<file path="config.mk">
export PLATFORM = sky130hd
export DESIGN_NAME = iso_cube_renderer
export DESIGN_NICKNAME = d
export VERILOG_FILES = /design/src/rtl/iso_cube_renderer.sv
export SDC_FILE = /design/constraint.sdc
export NUM_CORES = 2
export LEC_CHECK = 0
export CORE_AREA = 2 2 261 263
export CTS_CLUSTER_DIAMETER = 200
export DETAILED_ROUTE_END_ITERATION = 12
export DIE_AREA = 0 0 263 265
export GPL_TIMING_DRIVEN = 0
export PLACE_DENSITY_LB_ADDON = 0.25
export SLEW_MARGIN = 5
export SYNTH_ARGS = -nofsm -noshare
export SYNTH_HDL_FRONTEND = slang
export SYNTH_SLANG_ARGS = --single-unit
</file>
<file path="constraint.sdc">
create_clock -name clk -period 13.1 [get_ports clk]
set_input_delay 3.93 -clock clk [delete_from_list [all_inputs] [get_ports clk]]
set_output_delay 3.93 -clock clk [all_outputs]
set_load 0.03 [all_outputs]
</file>
<file path="src/rtl/iso_cube_renderer.sv">
// iso_cube_renderer
// Per-pixel isometric cube renderer. Each scan position is classified as
// the left, right or top face of a cube (or background) using exact
// cross-multiplied edge tests, and the matching RGB colour is produced
// three clocks later. Cube geometry is runtime-loadable through a
// valid/ready slot and only takes effect at a frame-start pixel, so a frame
// is always drawn with one consistent geometry. The top face can be
// highlighted, either steadily or blinking on a frame-count schedule.

module iso_cube_renderer #(
  parameter int          XW           = 11,
  parameter int          YW           = 10,
  parameter int          DEF_X0       = 100,
  parameter int          DEF_Y0       = 100,
  parameter int          DEF_W        = 100,
  parameter int          DEF_DX       = 30,
  parameter int          DEF_DY       = 50,
  parameter logic [23:0] LEFT_RGB     = 24'h56A998,
  parameter logic [23:0] RIGHT_RGB    = 24'h314646,
  parameter logic [23:0] TOP_RGB      = 24'h5646EF,
  parameter logic [23:0] HL_RGB       = 24'hDEDE00,
  parameter logic [23:0] BG_RGB       = 24'h000000,
  parameter int          BLINK_FRAMES = 30
) (
  input  logic          clk,
  input  logic          reset,
  input  logic [XW-1:0] Xpos,
  input  logic [YW-1:0] Ypos,
  input  logic          cfg_valid,
  output logic          cfg_ready,
  input  logic [XW-1:0] cfg_x0,
  input  logic [YW-1:0] cfg_y0,
  input  logic [XW-1:0] cfg_w,
  input  logic [XW-1:0] cfg_dx,
  input  logic [YW-1:0] cfg_dy,
  input  logic          top_cube,
  input  logic          blink_en,
  output logic [7:0]    red,
  output logic [7:0]    green,
  output logic [7:0]    blue,
  output logic          cube_hit
);

  // Geometry arithmetic width (differences) and product width.
  localparam int GW = XW + YW + 2;
  localparam int PW = 2 * GW;
  localparam int CW = (BLINK_FRAMES > 1) ? $clog2(BLINK_FRAMES) : 1;

  // Active geometry used for rendering and the pending slot.
  logic [XW-1:0] act_x0, act_w, act_dx;
  logic [YW-1:0] act_y0, act_dy;
  logic [XW-1:0] pend_x0, pend_w, pend_dx;
  logic [YW-1:0] pend_y0, pend_dy;

  // Blink state.
  logic [CW-1:0] blink_cnt;
  logic          phase;

  // Frame-start and handshake decode.
  logic frame_start;
  logic swap;
  logic accept;
  logic blink_wrap;

  // Geometry seen by the pixel currently entering the pipeline.
  logic [XW-1:0] geo_x0, geo_w, geo_dx;
  logic [YW-1:0] geo_y0, geo_dy;

  // Stage-0 signed operands and results.
  logic signed [GW-1:0] xs, ys, x0s, y0s, ws, dxs, dys;
  logic signed [GW-1:0] s0_u, s0_uw, s0_r, s0_v;
  logic                 s0_upper, s0_lower, s0_degen, s0_phase, s0_hl;

  // Stage-1 registers.
  logic signed [GW-1:0] s1_u, s1_uw, s1_r, s1_v, s1_dx, s1_dy;
  logic                 s1_upper, s1_lower, s1_degen, s1_hl;

  // Stage-2 registers.
  logic signed [PW-1:0] s2_pu, s2_puw, s2_pr, s2_pv;
  logic                 s2_upper, s2_lower, s2_degen, s2_hl;

  // Stage-3 combinational classification.
  logic signed [PW-1:0] s3_rv;
  logic                 s3_edge_in, s3_top_in;
  logic [23:0]          s3_rgb;
  logic                 s3_hit;

  assign frame_start = (Xpos == '0) && (Ypos == '0);
  // A full slot is committed on the frame-start pixel; an empty slot accepts.
  assign swap        = frame_start && !cfg_ready;
  assign accept      = cfg_valid && cfg_ready;
  assign blink_wrap  = (blink_cnt == CW'(BLINK_FRAMES - 1));

  // Config slot: capture offered geometry, commit it at the next frame start.
  always_ff @(posedge clk or negedge reset) begin
    if (!reset) begin
      act_x0    <= XW'(DEF_X0);
      act_y0    <= YW'(DEF_Y0);
      act_w     <= XW'(DEF_W);
      act_dx    <= XW'(DEF_DX);
      act_dy    <= YW'(DEF_DY);
      pend_x0   <= '0;
      pend_y0   <= '0;
      pend_w    <= '0;
      pend_dx   <= '0;
      pend_dy   <= '0;
      cfg_ready <= 1'b1;
    end else if (swap) begin
      act_x0    <= pend_x0;
      act_y0    <= pend_y0;
      act_w     <= pend_w;
      act_dx    <= pend_dx;
      act_dy    <= pend_dy;
      cfg_ready <= 1'b1;
    end else if (accept) begin
      pend_x0   <= cfg_x0;
      pend_y0   <= cfg_y0;
      pend_w    <= cfg_w;
      pend_dx   <= cfg_dx;
      pend_dy   <= cfg_dy;
      cfg_ready <= 1'b0;
    end
  end

  // Blink schedule: count frame starts, toggle the phase every BLINK_FRAMES.
  always_ff @(posedge clk or negedge reset) begin
    if (!reset) begin
      blink_cnt <= '0;
      phase     <= 1'b1;
    end else if (!blink_en) begin
      blink_cnt <= '0;
      phase     <= 1'b1;
    end else if (frame_start) begin
      if (blink_wrap) begin
        blink_cnt <= '0;
        phase     <= !phase;
      end else begin
        blink_cnt <= blink_cnt + CW'(1);
      end
    end
  end

  // The frame-start pixel already belongs to the new frame, so it sees the
  // geometry being committed on this very edge.
  always_comb begin
    geo_x0 = act_x0;
    geo_y0 = act_y0;
    geo_w  = act_w;
    geo_dx = act_dx;
    geo_dy = act_dy;
    if (swap) begin
      geo_x0 = pend_x0;
      geo_y0 = pend_y0;
      geo_w  = pend_w;
      geo_dx = pend_dx;
      geo_dy = pend_dy;
    end
  end

  // Stage 0: offsets relative to the anchor, band decode, highlight choice.
  always_comb begin
    xs  = $signed(GW'(Xpos));
    ys  = $signed(GW'(Ypos));
    x0s = $signed(GW'(geo_x0));
    y0s = $signed(GW'(geo_y0));
    ws  = $signed(GW'(geo_w));
    dxs = $signed(GW'(geo_dx));
    dys = $signed(GW'(geo_dy));

    s0_u     = xs - x0s;
    s0_uw    = s0_u - ws;
    s0_r     = ys - y0s;
    s0_v     = (dys + dys) - s0_r;
    s0_upper = !s0_r[GW-1] && (s0_r < dys);
    s0_lower = (s0_r >= dys) && (s0_r <= (dys + dys));
    s0_degen = (geo_w == '0) || (geo_dy == '0);

    // Phase this pixel's frame will run with, including a toggle on this edge.
    s0_phase = phase;
    if (!blink_en) begin
      s0_phase = 1'b1;
    end else if (frame_start && blink_wrap) begin
      s0_phase = !phase;
    end
    s0_hl = top_cube && s0_phase;
  end

  // Stage 1: register offsets, band flags and the pixel's own slope terms.
  always_ff @(posedge clk or negedge reset) begin
    if (!reset) begin
      s1_u     <= '0;
      s1_uw    <= '0;
      s1_r     <= '0;
      s1_v     <= '0;
      s1_dx    <= '0;
      s1_dy    <= '0;
      s1_upper <= 1'b0;
      s1_lower <= 1'b0;
      s1_degen <= 1'b1;
      s1_hl    <= 1'b0;
    end else begin
      s1_u     <= s0_u;
      s1_uw    <= s0_uw;
      s1_r     <= s0_r;
      s1_v     <= s0_v;
      s1_dx    <= dxs;
      s1_dy    <= dys;
      s1_upper <= s0_upper;
      s1_lower <= s0_lower;
      s1_degen <= s0_degen;
      s1_hl    <= s0_hl;
    end
  end

  // Stage 2: the four cross products used by the edge tests.
  always_ff @(posedge clk or negedge reset) begin
    if (!reset) begin
      s2_pu    <= '0;
      s2_puw   <= '0;
      s2_pr    <= '0;
      s2_pv    <= '0;
      s2_upper <= 1'b0;
      s2_lower <= 1'b0;
      s2_degen <= 1'b1;
      s2_hl    <= 1'b0;
    end else begin
      s2_pu    <= PW'(s1_u)  * PW'(s1_dy);
      s2_puw   <= PW'(s1_uw) * PW'(s1_dy);
      s2_pr    <= PW'(s1_r)  * PW'(s1_dx);
      s2_pv    <= PW'(s1_v)  * PW'(s1_dx);
      s2_upper <= s1_upper;
      s2_lower <= s1_lower;
      s2_degen <= s1_degen;
      s2_hl    <= s1_hl;
    end
  end

  // Stage 3 decode: the band picks r or v; LEFT beats RIGHT beats TOP.
  always_comb begin
    s3_rv      = s2_upper ? s2_pr : s2_pv;
    s3_edge_in = (s2_pu >= s3_rv) && (s2_puw <= s3_rv);
    s3_top_in  = ((-s2_pu) <= s3_rv) && (s2_pu < s3_rv);
    s3_rgb     = BG_RGB;
    s3_hit     = 1'b0;
    if (!s2_degen) begin
      if (s2_upper && s3_edge_in) begin
        s3_rgb = LEFT_RGB;
        s3_hit = 1'b1;
      end else if (s2_lower && s3_edge_in) begin
        s3_rgb = RIGHT_RGB;
        s3_hit = 1'b1;
      end else if ((s2_upper || s2_lower) && s3_top_in) begin
        s3_rgb = s2_hl ? HL_RGB : TOP_RGB;
        s3_hit = 1'b1;
      end
    end
  end

  // Stage 3: registered pixel outputs.
  always_ff @(posedge clk or negedge reset) begin
    if (!reset) begin
      red      <= 8'h00;
      green    <= 8'h00;
      blue     <= 8'h00;
      cube_hit <= 1'b0;
    end else begin
      red      <= s3_rgb[23:16];
      green    <= s3_rgb[15:8];
      blue     <= s3_rgb[7:0];
      cube_hit <= s3_hit;
    end
  end

endmodule

</file>
-- After elaboration in Yosys (flattened, before gate mapping)
Index checks and enable logic that the tools add are counted.
W data, S select, Z words.
- bits in registers: 311
- word-level logic and storage cells: 106
- add/sub/neg operators: 7
- multipliers: 4
- order comparisons: 7
- equal/unequal tests: 3
- multiplexer cells: 25
- bitwise logic cells: 1
- reduce and logical (&&, ||, !) cells: 24
- operators by type and width (cell ; count):
    $mux W24 ; 5
    $ge A23 B46 Y1 ; 1
    $le A24 B46 Y1 ; 1
    $le A46 B46 Y1 ; 1
    $lt A23 B46 Y1 ; 1
    $mux W46 ; 1
    $neg A23 Y46 ; 1
    $mux W11 ; 3
    $mul A13 B12 Y25 ; 1
    $mul A13 B11 Y24 ; 1
    $mul A11 B12 Y23 ; 1
    $mul A12 B11 Y23 ; 1
    $logic_not A11 Y1 ; 2
    $logic_not A10 Y1 ; 2
    $mux W10 ; 2
    $mux W5 ; 3
    $sub A12 B11 Y13 ; 1
    $sub A12 B12 Y13 ; 1
    $le A11 B12 Y1 ; 1
    $logic_and A1 B1 Y1 ; 12
    $sub A11 B11 Y12 ; 1
    $add A10 B10 Y11 ; 1
    $ge A11 B11 Y1 ; 1
    $lt A11 B11 Y1 ; 1
    other kinds (10) ; 25

-- Logic depth before layout (Yosys ltp)
- word-level depth: 8
- gate-level depth with buffers: 26

-- Least setup slack after synthesis
No wires, ideal clock.
- kind: input port to flip-flop
- from: in Xpos[4]
- to: reg s1_lower
- library setup time: 0.126 ns
- data arrival time: 9.478 ns
- required time: 12.974 ns
- setup slack: 3.496 ns
- cell stages on the path: 24
- cells stage by stage: or4_4 > or3_1 > buf_2 > nor2_8 > buf_2 > buf_1 > buf_2 > mux2i_1 > ha_1 > a21o_1 > a21oi_1 > nand2_1 > a21o_1 > a211o_1 > and2_1 > xor2_1 > inv_1 > ha_1 > a21oi_1 > o311ai_1 > nand4_1 > maj3_2 > o21bai_2 > o32a_1
- cells in the longest elaborated chain, start to end: 7
- RTL lines (item ; RTL line ; text):
    start, declared ; 27 ; input logic [XW-1:0] Xpos,
    $logic_not A11 Y1 * ; 88 ; assign frame_start = (Xpos == '0) && (Ypos == '0);
    $logic_and A1 B1 Y1 * ; 88 ;
    $logic_and A1 B1 Y1 * ; 90 ; assign swap = frame_start && !cfg_ready;
    $mux W10 * ; 151 ; if (swap) begin
    $sub A10 B10 Y11 * ; 172 ; s0_r = ys - y0s;
    named net s0_r[7] ; 71 ; logic signed [GW-1:0] s0_u, s0_uw, s0_r, s0_v;
    $le A11 B12 Y1 or $ge A11 B11 Y1 (tied branches) ; 175 ; s0_lower = (s0_r >= dys) && (s0_r <= (dys + dys));
    $logic_and A1 B1 Y1 * ; 175 ;
    named net s0_lower ; 72 ; logic s0_upper, s0_lower, s0_degen, s0_phase, s0_hl;
    end signal, assigned ; 209 ; s1_lower <= s0_lower;
    end, declared ; 76 ; logic s1_upper, s1_lower, s1_degen, s1_hl;
Mark *: on every way through the listed nets, which the timed path passes. The rest lies on a longest branch.
A chain may end at the register's enable or synchronous reset.

-- Worst setup path in the final report
- from: in Xpos[4]
- to: reg s1_lower
- cells in the longest elaborated chain, start to end: 7
- RTL lines (item ; RTL line ; text):
    $logic_not A11 Y1 * ; 88 ;
    $logic_and A1 B1 Y1 * ; 88 ;
    $logic_and A1 B1 Y1 * ; 90 ;
    $mux W10 * ; 151 ;
    named net geo_y0[0] ; 67 ; logic [YW-1:0] geo_y0, geo_dy;
    $sub A10 B10 Y11 * ; 172 ;
    named net s0_r[3] ; 71 ;
    $le A11 B12 Y1 or $ge A11 B11 Y1 (tied branches) ; 175 ;
    $logic_and A1 B1 Y1 * ; 175 ;
    named net s0_lower ; 72 ;
Marked as above.

==> results by group <==
Logic synthesis
  • Top FF cell, synth: dfrtp_1
  • Synthesized area: 0.0331 mm2
  • Synth Instances: 3380
  • Yosys reg bits: 280
  • Commonest cells in the netlist: inv_1 (665), fa_1 (452), ha_1 (384)
  • Post-synth top area share: 27.3%
  • Syn nets: 4295
  • Count leader, synth: inv_1
  • Mean Syn Cell Area: 9.80 um2
  • Ys async rst share: 100%
  • Register area share after synthesis: 21.2%
  • Synth Warn #: 0
  • Yosys top cell by area: fa_1
  • Synth unique cells: 69
  • Number of synthesized flops with an enable pin: 0
  • Main area contributors after synthesis: fa_1 (27%), dfrtp_1 (20%), ha_1 (14%)

Floorplanning
  • Initial Utilization: 49.6%
  • # rows: 95
  • Core area: 0.0668 mm2
  • Full die area: 0.0697 mm2
  • # IOs: 105
  • Die height: 265 um
  • Die X: 263 um

Timing
  • Normalized max-slew margin: 34.8%
  • Slew @ Worst Pin: 0.978 ns
  • FMAX: 0.0910 GHz
  • RSZ-0062 raised after global routing: no
  • Fin Setup TNS: 0 ns
  • Hold_ws: 0.351 ns
  • Fin. max-slew vios: 0
  • Clk_skew: 0.0314 ns
  • Fin crit share: 83.9%
  • PnR worst setup slack: 2.11 ns
  • Crit path time final: 10.99 ns
  • Final setup fails: 0
  • Final hold vios: 0

Clock tree
  • Hold-fix buffers, CTS: 0
  • TritonCTS clock tree: built
  • CTS Sinks: 280
  • Max clock buf depth: 3
  • Clock Latency Late Sink: 0.57 ns
  • H-tree depth: 2
  • Clock transition at path regs: 0.06 ns
  • Post-cts sizing count: 0
  • CTS root buf: clkbuf_16
  • Total setup buffers inserted after CTS: 0
  • CTS Buf Count: 34

Drt
  • Drt drc: 0
  • Max Used Layer: met4
  • M1 wire length: 34.0 mm
  • DRT antenna net count: 0
  • First-iteration detailed-routing DRC count: 1210
  • Avg WL per Cell: 17.6 um
  • Detailed Routing Iterations Pass 1: 5
  • Met3 Wirelength: 5.35 mm
  • Vias per cell: 5.20
  • Via count: 23000
  • Routed WL: 77.8 mm
  • Metal2 WL: 36.1 mm

Placed design
  • Count of input and output buffers: 104
  • GP Congestion: 0.895
  • HPWL Detailed: 64.3 mm
  • Placed Instances: 4360
  • Post-Place Setup Slack: 1.56 ns

Finish
  • Layout fillers: 5999
  • Proportion of layout cells with a drive suffix above 1: 5.52%
  • Nets: 4438
  • Final std cells w/o fill: 4423
  • Area growth, synth to finish: 10.3%

Setup path
  • Critical path type: in -> reg
  • Slowest-stage cell, CP: clkbuf_1
  • CP max stage delay: 0.80 ns
  • Setup crit end kind: flop
  • Worst r2r path cells: 19
  • Crit Path Max Fanout: 10
  • Worst Path Arrival: 11.48 ns
  • Startpoint Class: primary input
  • Critical path data required time: 13.59 ns

Power
  • Max VDD drop: 115 uV
  • Power per cell area: 60.4 mW/mm2
  • Pleak: 19.2 nW

Flow run
  • MaxCap Viol Count: 0

Hold path
  • Hold WC Path Type: reg -> reg
  • Hold depth: 0

GRT
  • Vias in the first global route: 23700
  • Total grt overflow: 0
  • Initial antenna violation count: 3
  • GR Util All Layers: 23.1%
  • Largest net degree at the start of global routing: 121
  • First-pass GRT wire length: 126 mm

Outcome
  • Run status: finished, final reports clean
==> metrics by stage <==
stage               util, %  instance area (um2)  power [mW]
finish                 54.7                36600        2.21
global route           54.7                36600        2.31
CTS                    54.7                36600        2.24
detailed placement     52.9                35400        1.23
global placement       52.8                35300        1.23
floorplan                 -                33100        1.10
==> kinds of logic after synthesis <==
logic type	count (synthesis)	synth area share [%]
buffers and inverters	786	9.08
and+or+nand+nor	870	13.2
AOI/OAI and AO/OA	338	6.80
DFF	280	21.2
adders and majority gates	838	41.9
xor gates and xnor gates	139	3.70
muxes	129	4.17
==> cells in the final DEF, fill, tap and decap left out, types with 9 or more instances in the layout <==
cell               n
dfrtp_1          260
buf_4             15
dfstp_2           20
nor2b_1           35
nor4_1            16
xnor2_1          102
mux2_2            72
nor3_1            43
xor2_1            36
nor2_1           104
mux2i_1           56
nand2_1          309
and3_1             9
nand3_1           29
clkbuf_16         34
o21a_1            28
clkdlybuf4s50_1  103
a21o_1            50
clkbuf_1         105
nand4_1           24
ha_1             384
nand2b_1          25
inv_1            665
a31oi_1           10
o21bai_1           9
a21boi_0          10
and2_1           248
fa_1             452
o21ai_0           58
a21oi_1           99
==> cell type report <==
| type | count | area [um2] | area share, % |
|---|---|---|---|
| multi-input combinational | 2314 | 23100 | 63.2 |
| sequential | 280 | 7030 | 19.2 |
| inverter | 665 | 2500 | 6.83 |
| timing repair buffer | 107 | 1120 | 3.07 |
| tap | 873 | 1090 | 2.99 |
| clock buffer | 46 | 946 | 2.59 |
| buffer | 121 | 514 | 1.41 |
| clock inverter | 16 | 245 | 0.671 |
| antenna | 1 | 2.50 | 0.00684 |
==> critical path: cells and delay by family <==
family,cells,cell delay [ns]
XOR/XNOR,1,0.40
AO/OA/AOI/OAI,7,1.29
multiplexers,1,0.46
AND/OR/NAND/NOR,7,1.89
buffers and inverters,7,2.55
adder cells (fa/ha/maj),3,0.94
==> state kept, by name (all words and copies together), names as in the netlist, 11 cells and up <==
name / count
s2_pr: 22
act_w: 11
pend_x0: 11
s2_pu: 23
s2_pv: 25
pend_w: 11
s1_uw: 13
act_x0: 11
s1_v: 13
pend_dx: 11
s1_u: 12
s2_puw: 24
==> report_power, final <==
part,internal (mW),total [mW],leakage (nW),switching (mW)
registers,0.903,0.931,3.65,0.0280
clock network,0.580,0.988,0.581,0.408
logic,0.104,0.289,15.0,0.185
==> worst paths after layout <==
check                                from         to  slack (ns)
max in group asynchronous           reset   green[6]        8.39
worst min register to register   s1_upper   s2_upper        0.35
min in group asynchronous           reset  act_y0[0]        3.28
worst max register to register  act_dy[3]  s2_pu[21]        5.92
worst min-delay path             s1_upper   s2_upper        0.35
worst max-delay path              Xpos[4]   s1_lower        2.11
==> per-layer routing <==
layer	vias up	track usage, %
met1	11400	31.0
met5	-	0
li1	10900	-
met3	138	4.75
met4	0	6.81
met2	566	37.9
Power figures use the tool's default switching activity.
